===== config.mk =====
export PLATFORM = sky130hd
export DESIGN_NAME = stg_game_ctrl
export DESIGN_NICKNAME = d
export VERILOG_FILES = /design/src/rtl/stg_game_pkg.sv /design/src/rtl/stg_phase_timer.sv /design/src/rtl/stg_game_ctrl.sv
export SDC_FILE = /design/constraint.sdc
export NUM_CORES = 1
export LEC_CHECK = 0
export CAP_MARGIN = 20
export CORE_MARGIN = 8
export CORE_UTILIZATION = 45
export CTS_CLUSTER_SIZE = 40
export DETAILED_ROUTE_END_ITERATION = 8
export PLACE_DENSITY = 0.66
export SETUP_SLACK_MARGIN = 0.02
export SYNTH_ARGS = -nofsm -noshare
export SYNTH_HDL_FRONTEND = slang
export SYNTH_SLANG_ARGS = --single-unit
export TNS_END_PERCENT = 50

===== constraint.sdc =====
create_clock -name clk -period 2.9 [get_ports clk]
set_input_delay 0.435 -clock clk [delete_from_list [all_inputs] [get_ports clk]]
set_output_delay 0.435 -clock clk [all_outputs]
set_load 0.01 [all_outputs]

===== src/rtl/stg_game_pkg.sv =====
// Shared state encoding and default constants for the STG game-flow controller.
package stg_game_pkg;

  localparam int unsigned CNT_W_DEF     = 4;
  localparam int unsigned TMR_W_DEF     = 32;
  localparam int unsigned INTRO_CYC_DEF = 20_000_000;
  localparam int unsigned HIT_CYC_DEF   = 200_000_000;
  localparam int unsigned BOMB_CYC_DEF  = 400_000_000;

  typedef enum logic [4:0] {
    ST_INIT  = 5'b00000,
    ST_START = 5'b00001,
    ST_PLAY  = 5'b00010,
    ST_PAUSE = 5'b00100,
    ST_HIT   = 5'b01010,
    ST_BOMB  = 5'b00110,
    ST_OVER  = 5'b01001
  } state_t;

  // Playfield advances in these states.
  function automatic logic is_live(input state_t s);
    return (s == ST_PLAY) || (s == ST_HIT) || (s == ST_BOMB);
  endfunction

  // Life/bomb awards are accepted in these states.
  function automatic logic is_award(input state_t s);
    return is_live(s) || (s == ST_PAUSE);
  endfunction

endpackage


===== src/rtl/stg_phase_timer.sv =====
// Down-counting phase timer: load overrides decrement, holds at zero.
module stg_phase_timer #(
  parameter int unsigned     TMR_W   = 32,
  parameter logic [TMR_W-1:0] RST_VAL = '0
) (
  input  logic             clk,
  input  logic             rst_n,
  input  logic             load,
  input  logic [TMR_W-1:0] load_val,
  input  logic             dec,
  output logic             zero_c
);

  logic [TMR_W-1:0] count_q;

  always_ff @(posedge clk) begin
    if (!rst_n) begin
      count_q <= RST_VAL;
    end else if (load) begin
      count_q <= load_val;
    end else if (dec && (count_q != '0)) begin
      count_q <= count_q - TMR_W'(1);
    end
  end

  assign zero_c = (count_q == '0);

endmodule


===== src/rtl/stg_game_ctrl.sv =====
// Top-level STG game-flow controller: phase FSM, life/bomb counters, playfield control.
// Optional PAUSE phase enabled by defining STG_GAME_PAUSE_EN.
module stg_game_ctrl
  import stg_game_pkg::*;
#(
  parameter int unsigned CNT_W      = CNT_W_DEF,
  parameter int unsigned INIT_LIVES = 3,
  parameter int unsigned INIT_BOMBS = 3,
  parameter int unsigned MAX_LIVES  = 9,
  parameter int unsigned MAX_BOMBS  = 9,
  parameter int unsigned TMR_W      = TMR_W_DEF,
  parameter int unsigned INTRO_CYC  = INTRO_CYC_DEF,
  parameter int unsigned HIT_CYC    = HIT_CYC_DEF,
  parameter int unsigned BOMB_CYC   = BOMB_CYC_DEF
) (
  input  logic             clk,
  input  logic             hard_reset_n,
  input  logic             enter,
  input  logic             bomb,
  input  logic             collision,
  input  logic             life_up,
  input  logic             bomb_up,
  output logic [CNT_W-1:0] num_life,
  output logic [CNT_W-1:0] num_bomb,
  output logic [4:0]       game_state,
  output logic             game_en,
  output logic             game_reset,
  output logic             invuln
);

  localparam logic [TMR_W-1:0] INTRO_LOAD = TMR_W'(INTRO_CYC - 1);
  localparam logic [TMR_W-1:0] HIT_LOAD   = TMR_W'(HIT_CYC - 1);
  localparam logic [TMR_W-1:0] BOMB_LOAD  = TMR_W'(BOMB_CYC - 1);
  localparam logic [CNT_W-1:0] LIFE_INIT  = CNT_W'(INIT_LIVES);
  localparam logic [CNT_W-1:0] BOMB_INIT  = CNT_W'(INIT_BOMBS);
  localparam logic [CNT_W-1:0] LIFE_MAX   = CNT_W'(MAX_LIVES);
  localparam logic [CNT_W-1:0] BOMB_MAX   = CNT_W'(MAX_BOMBS);

  state_t           state_q, state_d;
  logic             enter_q, bomb_q;
  logic             enter_rise, bomb_rise;
  logic [CNT_W-1:0] life_q, life_d;
  logic [CNT_W-1:0] bombs_q, bombs_d;
  logic             game_en_q, game_reset_q, invuln_q;

  logic             tmr_load, tmr_dec, tmr_zero_c;
  logic [TMR_W-1:0] tmr_val;
  logic             life_dec, bomb_dec, reload, clr_pulse;
  logic             life_inc, bomb_inc, award_ok;

  assign enter_rise = enter & ~enter_q;
  assign bomb_rise  = bomb & ~bomb_q;
  assign tmr_dec    = (state_q == ST_INIT) || (state_q == ST_HIT) || (state_q == ST_BOMB);

  stg_phase_timer #(
    .TMR_W   (TMR_W),
    .RST_VAL (INTRO_LOAD)
  ) u_timer (
    .clk      (clk),
    .rst_n    (hard_reset_n),
    .load     (tmr_load),
    .load_val (tmr_val),
    .dec      (tmr_dec),
    .zero_c   (tmr_zero_c)
  );

  // State register, edge detectors, counters and registered outputs.
  always_ff @(posedge clk) begin
    if (!hard_reset_n) begin
      state_q      <= ST_INIT;
      enter_q      <= 1'b0;
      bomb_q       <= 1'b0;
      life_q       <= LIFE_INIT;
      bombs_q      <= BOMB_INIT;
      game_en_q    <= 1'b0;
      game_reset_q <= 1'b0;
      invuln_q     <= 1'b0;
    end else begin
      state_q      <= state_d;
      enter_q      <= enter;
      bomb_q       <= bomb;
      life_q       <= life_d;
      bombs_q      <= bombs_d;
      game_en_q    <= is_live(state_d);
      game_reset_q <= clr_pulse;
      invuln_q     <= (state_d == ST_HIT) || (state_d == ST_BOMB);
    end
  end

  // Next-state and phase-transition side effects.
  always_comb begin
    state_d   = state_q;
    tmr_load  = 1'b0;
    tmr_val   = '0;
    life_dec  = 1'b0;
    bomb_dec  = 1'b0;
    reload    = 1'b0;
    clr_pulse = 1'b0;
    unique case (state_q)
      ST_INIT: begin
        if (tmr_zero_c) state_d = ST_START;
      end
      ST_START: begin
        if (enter_rise) begin
          state_d   = ST_PLAY;
          clr_pulse = 1'b1;
        end
      end
      ST_PLAY: begin
        if (collision) begin
          if (life_q == '0) begin
            state_d = ST_OVER;
          end else begin
            state_d  = ST_HIT;
            life_dec = 1'b1;
            tmr_load = 1'b1;
            tmr_val  = HIT_LOAD;
          end
        end else if (bomb_rise) begin
          if (bombs_q != '0) begin
            state_d  = ST_BOMB;
            bomb_dec = 1'b1;
            tmr_load = 1'b1;
            tmr_val  = BOMB_LOAD;
          end
        end
`ifdef STG_GAME_PAUSE_EN
        else if (enter_rise) begin
          state_d = ST_PAUSE;
        end
`endif
      end
      ST_HIT: begin
        if (bomb_rise && (bombs_q != '0)) begin
          state_d  = ST_BOMB;
          bomb_dec = 1'b1;
          tmr_load = 1'b1;
          tmr_val  = BOMB_LOAD;
        end else if (tmr_zero_c) begin
          state_d = ST_PLAY;
        end
      end
      ST_BOMB: begin
        if (tmr_zero_c) state_d = ST_PLAY;
      end
`ifdef STG_GAME_PAUSE_EN
      ST_PAUSE: begin
        if (enter_rise) state_d = ST_PLAY;
      end
`endif
      ST_OVER: begin
        if (enter_rise) begin
          state_d   = ST_INIT;
          reload    = 1'b1;
          clr_pulse = 1'b1;
          tmr_load  = 1'b1;
          tmr_val   = INTRO_LOAD;
        end
      end
      default: begin
        state_d = ST_INIT;
      end
    endcase
  end

  // Counter update: award and consume in the same cycle cancel out.
  always_comb begin
    award_ok = is_award(state_q) && (state_d != ST_OVER);
    life_inc = life_up && award_ok;
    bomb_inc = bomb_up && award_ok;
    life_d   = life_q;
    bombs_d  = bombs_q;
    if (reload) begin
      life_d = LIFE_INIT;
    end else if (life_inc && !life_dec) begin
      if (life_q < LIFE_MAX) life_d = life_q + CNT_W'(1);
    end else if (life_dec && !life_inc) begin
      life_d = life_q - CNT_W'(1);
    end
    if (reload) begin
      bombs_d = BOMB_INIT;
    end else if (bomb_inc && !bomb_dec) begin
      if (bombs_q < BOMB_MAX) bombs_d = bombs_q + CNT_W'(1);
    end else if (bomb_dec && !bomb_inc) begin
      bombs_d = bombs_q - CNT_W'(1);
    end
  end

  assign num_life   = life_q;
  assign num_bomb   = bombs_q;
  assign game_state = state_q;
  assign game_en    = game_en_q;
  assign game_reset = game_reset_q;
  assign invuln     = invuln_q;

endmodule

==> Word-level counts from Yosys, hierarchy flattened <==
Index checks and enable logic that the tools add are counted.
{ "classes": {"muxes": 37, "eq_ne": 12, "n_bitwise": 5, "magnitude_cmp": 2, "reduce_logical": 34, "n_addsub": 5} }
{ "ops": {"columns": ["operator", "count"], "rows": [
  ["$mux 32", 3],
  ["$pmux 32 s3", 1],
  ["$mux 29", 3],
  ["$mux 5", 8],
  ["$logic_not 32->1", 1],
  ["$reduce_bool 32->1", 1],
  ["$sub 32x1->32 const B", 1],
  ["$pmux 5 s6", 1],
  ["$mux 28", 1],
  ["$mux 25", 1],
  ["$mux 4", 6],
  ["$eq 5x3->1 const B", 3],
  ["$eq 5x4->1 const B", 3],
  ["$eq 5x2->1 const B", 2],
  ["$mux 1", 10],
  ["$logic_and 1x1->1", 9],
  ["$add 4x1->4 const B", 2],
  ["$logic_or 1x1->1", 8],
  ["$lt 4x4->1 const B", 2],
  ["$sub 4x1->4 const B", 2],
  ["$reduce_and 2->1", 3],
  ["$reduce_bool 2->1", 3],
  ["$eq 5x1->1 const B", 1],
  ["$logic_not 5->1", 1],
  ["other kinds (11)", 19]
]} }
{ "totals": {"out_inout_bits": 16, "wordCells": 104, "in_bits": 7, "regBits": 50} }

==> Logic depth before layout (Yosys ltp) <==
{ "depth": {"depth_word": 12, "depth_mapped": 13, "depth_no_buf": 12} }

==> Hierarchy <==
Synthesis repeated with hierarchy kept, for this count alone.
{ "unflattened": {"cells_unflattened": 408, "hier_area_um2": 3286.9} }
{ "modules_own_cells": {"columns": ["mod", "area_each_um2", "seq_area_each_um2", "cells_per_inst", "instances"], "rows": [
  ["stg_phase_timer", 2075.7, 640.6, 259, 1],
  ["stg_game_ctrl", 1211.2, 360.3, 149, 1]
]} }

==> Least setup slack after synthesis <==
Ideal clock, no wire load.
{ "synth_timing": {"path_kind": "reg-to-reg", "startpoint": "register state_q[2] (netlist: game_state[2])", "endpoint": "register life_q[3] (netlist: num_life[3])", "arrival_ps": 3090, "setup_slack_ps": -264, "setup_time_ps": 74, "stages_incl_launch_ff": 13, "synth_period_minus_slack_ps": 3164, "path_buffers": 1, "required_ps": 2826, "cell_sequence": "dfxtp_1 -> buf_2 -> nor2_1 -> a2111oi_0 -> and2_1 -> o31ai_1 -> nand2b_1 -> ha_1 -> a21o_1 -> a21oi_1 -> nand4_1 -> mux2_2 -> a31oi_1"} }
{ "synth_via": {"elab_chain_cells": 11, "word_cells_on_any_way": 33, "cone_classes": "8 x eq/ne; 12 x mux; 13 x reduce/logical"} }
{ "synth_rtl": {"columns": ["element", "line_no", "source"], "rows": [
  ["start, declared", "stg_game_ctrl.sv:39", "state_t state_q, state_d;"],
  ["start signal, assigned", "stg_game_ctrl.sv:79", "state_q <= state_d;"],
  ["$mux 5", "stg_game_ctrl.sv:120", "if (bombs_q != '0) begin"],
  ["$mux 5", "stg_game_ctrl.sv:119", "end else if (bomb_rise) begin"],
  ["$mux 5", "stg_game_ctrl.sv:110", "if (collision) begin"],
  ["$pmux 5 s6", "stg_game_ctrl.sv:99", "unique case (state_q)"],
  ["$ne 5x4->1", "stg_game_ctrl.sv:168", "award_ok = is_award(state_q) && (state_d != ST_OVER);"],
  ["$logic_and 1x1->1", "stg_game_ctrl.sv:168", null],
  ["$logic_and 1x1->1", "stg_game_ctrl.sv:169", "life_inc = life_up && award_ok;"],
  ["$logic_not 1->1", "stg_game_ctrl.sv:177", "end else if (life_dec && !life_inc) begin"],
  ["$logic_and 1x1->1", "stg_game_ctrl.sv:177", null],
  ["$reduce_bool 2->1 (no line)", null, null],
  ["$reduce_and 2->1 (no line)", null, null],
  ["end signal, assigned", "stg_game_ctrl.sv:82", "life_q <= life_d;"],
  ["end, declared", "stg_game_ctrl.sv:42", "logic [CNT_W-1:0] life_q, life_d;"]
]} }
Several ways; a longest one is shown, not always the timed one.
A chain may end at the register's enable or synchronous reset.

==> Worst setup path in the final report <==
{ "layout_timing": {"startpoint": "input port enter", "endpoint": "register life_q[3] (netlist: num_life[3])"} }
{ "layout_via": {"elab_chain_cells": 10, "word_cells_on_any_way": 17, "cone_classes": "2 x eq/ne; 6 x mux; 1 x bitwise; 8 x reduce/logical"} }
{ "layout_rtl": {"columns": ["element", "line_no", "source"], "rows": [
  ["start, declared", "stg_game_ctrl.sv:18", "input logic enter,"],
  ["$and 1x1->1 (*)", "stg_game_ctrl.sv:51", "assign enter_rise = enter & ~enter_q;"],
  ["$mux 5 (on tied branches)", "stg_game_ctrl.sv:152, stg_game_ctrl.sv:104", null],
  ["$pmux 5 s6", "stg_game_ctrl.sv:99", null],
  ["$ne 5x4->1", "stg_game_ctrl.sv:168", null],
  ["$logic_and 1x1->1", "stg_game_ctrl.sv:168", null],
  ["$logic_and 1x1->1", "stg_game_ctrl.sv:169", null],
  ["$logic_not 1->1", "stg_game_ctrl.sv:177", null],
  ["$logic_and 1x1->1", "stg_game_ctrl.sv:177", null],
  ["$reduce_bool 2->1 (no line)", null, null],
  ["$reduce_and 2->1 (no line)", null, null]
]} }
Every way passes the cells marked *; elsewhere a longest branch is shown, timed or not.

==> impl_metrics.yaml <==
critical_path:
  crit_path_end_kind: "flop"
  worstRegToRegCells: 12
  worst-path-max-fanout: 4
  r2r-end: "num_life[3]"
  worstReg2RegStart: "game_state[2]"
  regToRegSetupSlack_ps: 60
  cp.arrival_ps: 3080
  critical_path_class: "primary input to flop"
  worst-path-buf-inv: 1
  path_cells: "clkdlybuf4s50_1 -> nor2b_4 -> nor3b_2 -> a211o_1 -> o31ai_4 -> nand2b_4 -> ha_4 -> a21o_1 -> a21oi_2 -> nand4_1 -> mux2_4 -> a31oi_1"
  cp_data_required_time_ps: 3130
  startpoint_type: "primary input"
  max_stage_delay_ps: 420
  worst_path_max_delay_cell: "clkdlybuf4s50_1"
  cpLargestDelayFamily: "compound AO/OA/AOI/OAI gates"
route:
  avgRoutedWirePerCell_um: 16.0
  drc: 0
  wl_um: 7630
  num_vias: 2739
  vias_per_cell: 5.75
  ant_nets: 0
  drt_pass1_iterations: 5
  first_iter_violations: 148
power:
  leakagePower_nw: 1.42
  finalPower_mw: 1.31
  power.density_nw_per_um2: 350
  ir_drop_v: 0.000280
layout:
  final_cells: 476
  antennaDiodeCount: 0
  drive_above_1_share_pct: 22.6
  syn_to_final_growth_pct: 29.7
  nNetsFinal: 412
timing:
  finalCritPeriodShare_pct: 98.2
  hold_ws_ps: 498
  maxSlewHeadroom_pct: 60.7
  finalClockSkew_ps: 9.97
  finalWorstSetupSlack_ps: 51.3
  tightest_slew_ps: 584
  max_freq_mhz: 351
  hold_viol_final: 0
  fin_crit_ps: 2850
  fin_setup_tns_ps: 0
  rsz0062_at_grt: "yes"
  drv_slew: 0
  finalSetupViolCount: 0
placed_design:
  post-place-cells: 467
  post-dp-hpwl_um: 5430
  io_buffers: 22
  gp_congestion: 0.856
  pre_cts_slack_ps: -238
synth:
  synth_fp_nets: 350
  synth_compound_area_share_pct: 17.7
  synthAdderAreaFrac_pct: 3.55
  ys_seq_elements: 50
  yosys.area_share.simple_pct: 29.9
  synth_top_family_by_area: "simple AND/OR/NAND/NOR gates"
  synth_mux_area_share_pct: 2.82
  ys_warn_count: 0
  synth_edf_count: 0
  async_flop_share_pct: 0
  syn_inst: 336
  synthFlopType: "dfxtp_1"
  synth_area_per_cell_um2: 8.59
  ys_seq_area_share_pct: 34.7
  synth_area_um2: 2890
  synth_cell_types: 68
  synth-xor-area-share_pct: 7.89
clock_network:
  cts_max_level: 2
  clock_latency_ps: 310
  root_buffer: "clkbuf_8"
  cts.sinks: 50
  cts_tree: "built"
  cts_buffer_depth: 2
  numCtsBuffers: 5
  clkTransAtPathRegs_ps: 110
hold_path:
  holdPathStages: 2
  min_to: "u_timer.count_q[11]"
  hold_class: "flop to flop"
  hp-start: "u_timer.count_q[11]"
flow_run:
  maxCapViolations: 0
global_route:
  grt_max_degree: 23
  grt-ovfl-total: 0
  antenna_found_initial: 0
  grtUsageTotal_pct: 17.4
  grt_pass1_vias: 2720
  grt_pass1_wl_um: 12900
floorplan:
  num_rows: 29
  dieArea_um2: 9240
  die_h_um: 96.1
  ios: 23
  die_w_um: 96.1
  initial_core_util_pct: 46.0
  coreArea_um2: 6280
status:
  status: "finished clean"
## registers in the layout (all words and copies together) (netlist names)
signal and cells:
game_state 5, num_life 4, num_bomb 4, game_en 1
invuln 1, enter_q 1, bomb_q 1, game_reset 1
u_timer.count_q 32
## tightest hold or removal path: cells and delay by family (launching register included)
kind	cells	cell delay, ps
AOI/OAI and AO/OA	2	130
DFF	1	330
## repair_timing
| item | CTS | global route |
|---|---|---|
| pin swaps | 1 | 8 |
| gates resized for setup | 3 | 18 |
| buffers inserted | 0 | 1 |
| setup endpoints to repair | 1 | 3 |
| hold buffers | 0 | 0 |
## power by group
| group | switching [mW] | total [mW] | internal, mW |
|---|---|---|---|
| Sequential | 0.00543 | 0.698 | 0.692 |
| Combinational | 0.0498 | 0.0903 | 0.0405 |
| Clock | 0.258 | 0.522 | 0.264 |
## cell type report
type | count | area (um2)
clock buffer | 5 | 68.8
clock inverter | 3 | 47.5
fill | 571 | 2530
inverter | 5 | 18.8
multi-input combinational | 267 | 1920
sequential | 50 | 1000
tap | 77 | 96.3
timing repair buffer | 69 | 586
## metal layers
layer	GRT usage, %	routed length (um)	up-vias	share of wire [%]
met1	22.0	3490	1315	46
met2	28.9	3750	50	49
met5	0	0	-	0
met3	3.04	290	8	3.8
li1	-	-	1366	-
met4	6.27	103	0	1.4
## worst max path at each step
stage | slack (ps) | startpoint | cells after the start | end
after CTS | 30 | game_state[2] | 12 | num_life[3]
after detailed placement | -240 | enter | 12 | num_life[3]
after global placement | -130 | enter | 12 | num_life[3]
final | 50 | enter | 12 | num_life[3]
after global routing | -110 | num_life[0] | 12 | num_life[3]
after floorplan | 30 | num_life[3] | 11 | num_life[3]
## cell usage in the layout, fill, tap and decap left out, drive strengths merged, types with 4 or more instances in the layout
cell type,count
dfxtp,50
buf,47
nand2,27
nor2,24
o21ai,23
clkdlybuf4s50,22
a21oi,16
nor4,15
xor2,14
xnor2,12
or3,12
and2,10
and3,9
nand3,9
nor3,9
or4,9
mux2i,7
inv,7
nand2b,6
nand4,5
a31oi,5
clkbuf,5
ha,5
o31ai,4
## stage by stage
step,util (%),area [um2]
finish,59.7,3740
global route,59.7,3740
CTS,58.1,3650
detailed placement,56.0,3520
global placement,56.0,3520
floorplan,-,2930
## kinds of logic (layout without fill, tap and decap cells)
kind of cell	Yosys count	after routing
compound gates	75	75
xor+xnor	26	26
fa+ha+maj	7	7
buf+inv	19	82
flops	50	50
mux	8	8
other cells	1	1
simple gates	150	150
## cell usage after synthesis (all sizes together), types with 2 or more instances
master	number	share of area [%]
fa	2	1.4
nor2b	2	0.43
nand2	27	3.5
o31ai	4	1.0
or4b	3	1.0
a211oi	2	0.52
dfxtp	50	35
mux2i	7	2.4
a21oi	16	2.8
nand4	5	1.1
xor2	14	4.2
a21o	2	0.52
nor4	15	3.5
a2111oi	2	0.65
ha	5	2.2
or2	3	0.65
o211a	2	0.69
a31oi	5	1.1
clkbuf	6	0.82
buf	8	1.8
xnor2	12	3.6
a211o	3	0.91
nor3	9	1.9
and3	9	1.9
or3	12	2.8
o211ai	2	0.69
nor2	24	3.1
nand3	9	1.6
nand2b	6	1.3
inv	5	0.65
and2	10	2.2
nor4b	3	1.1
o311ai	3	1.5
o21ai	23	4.0
nor3b	2	0.52
or4	9	2.7
(Power assumes the default switching activity.)
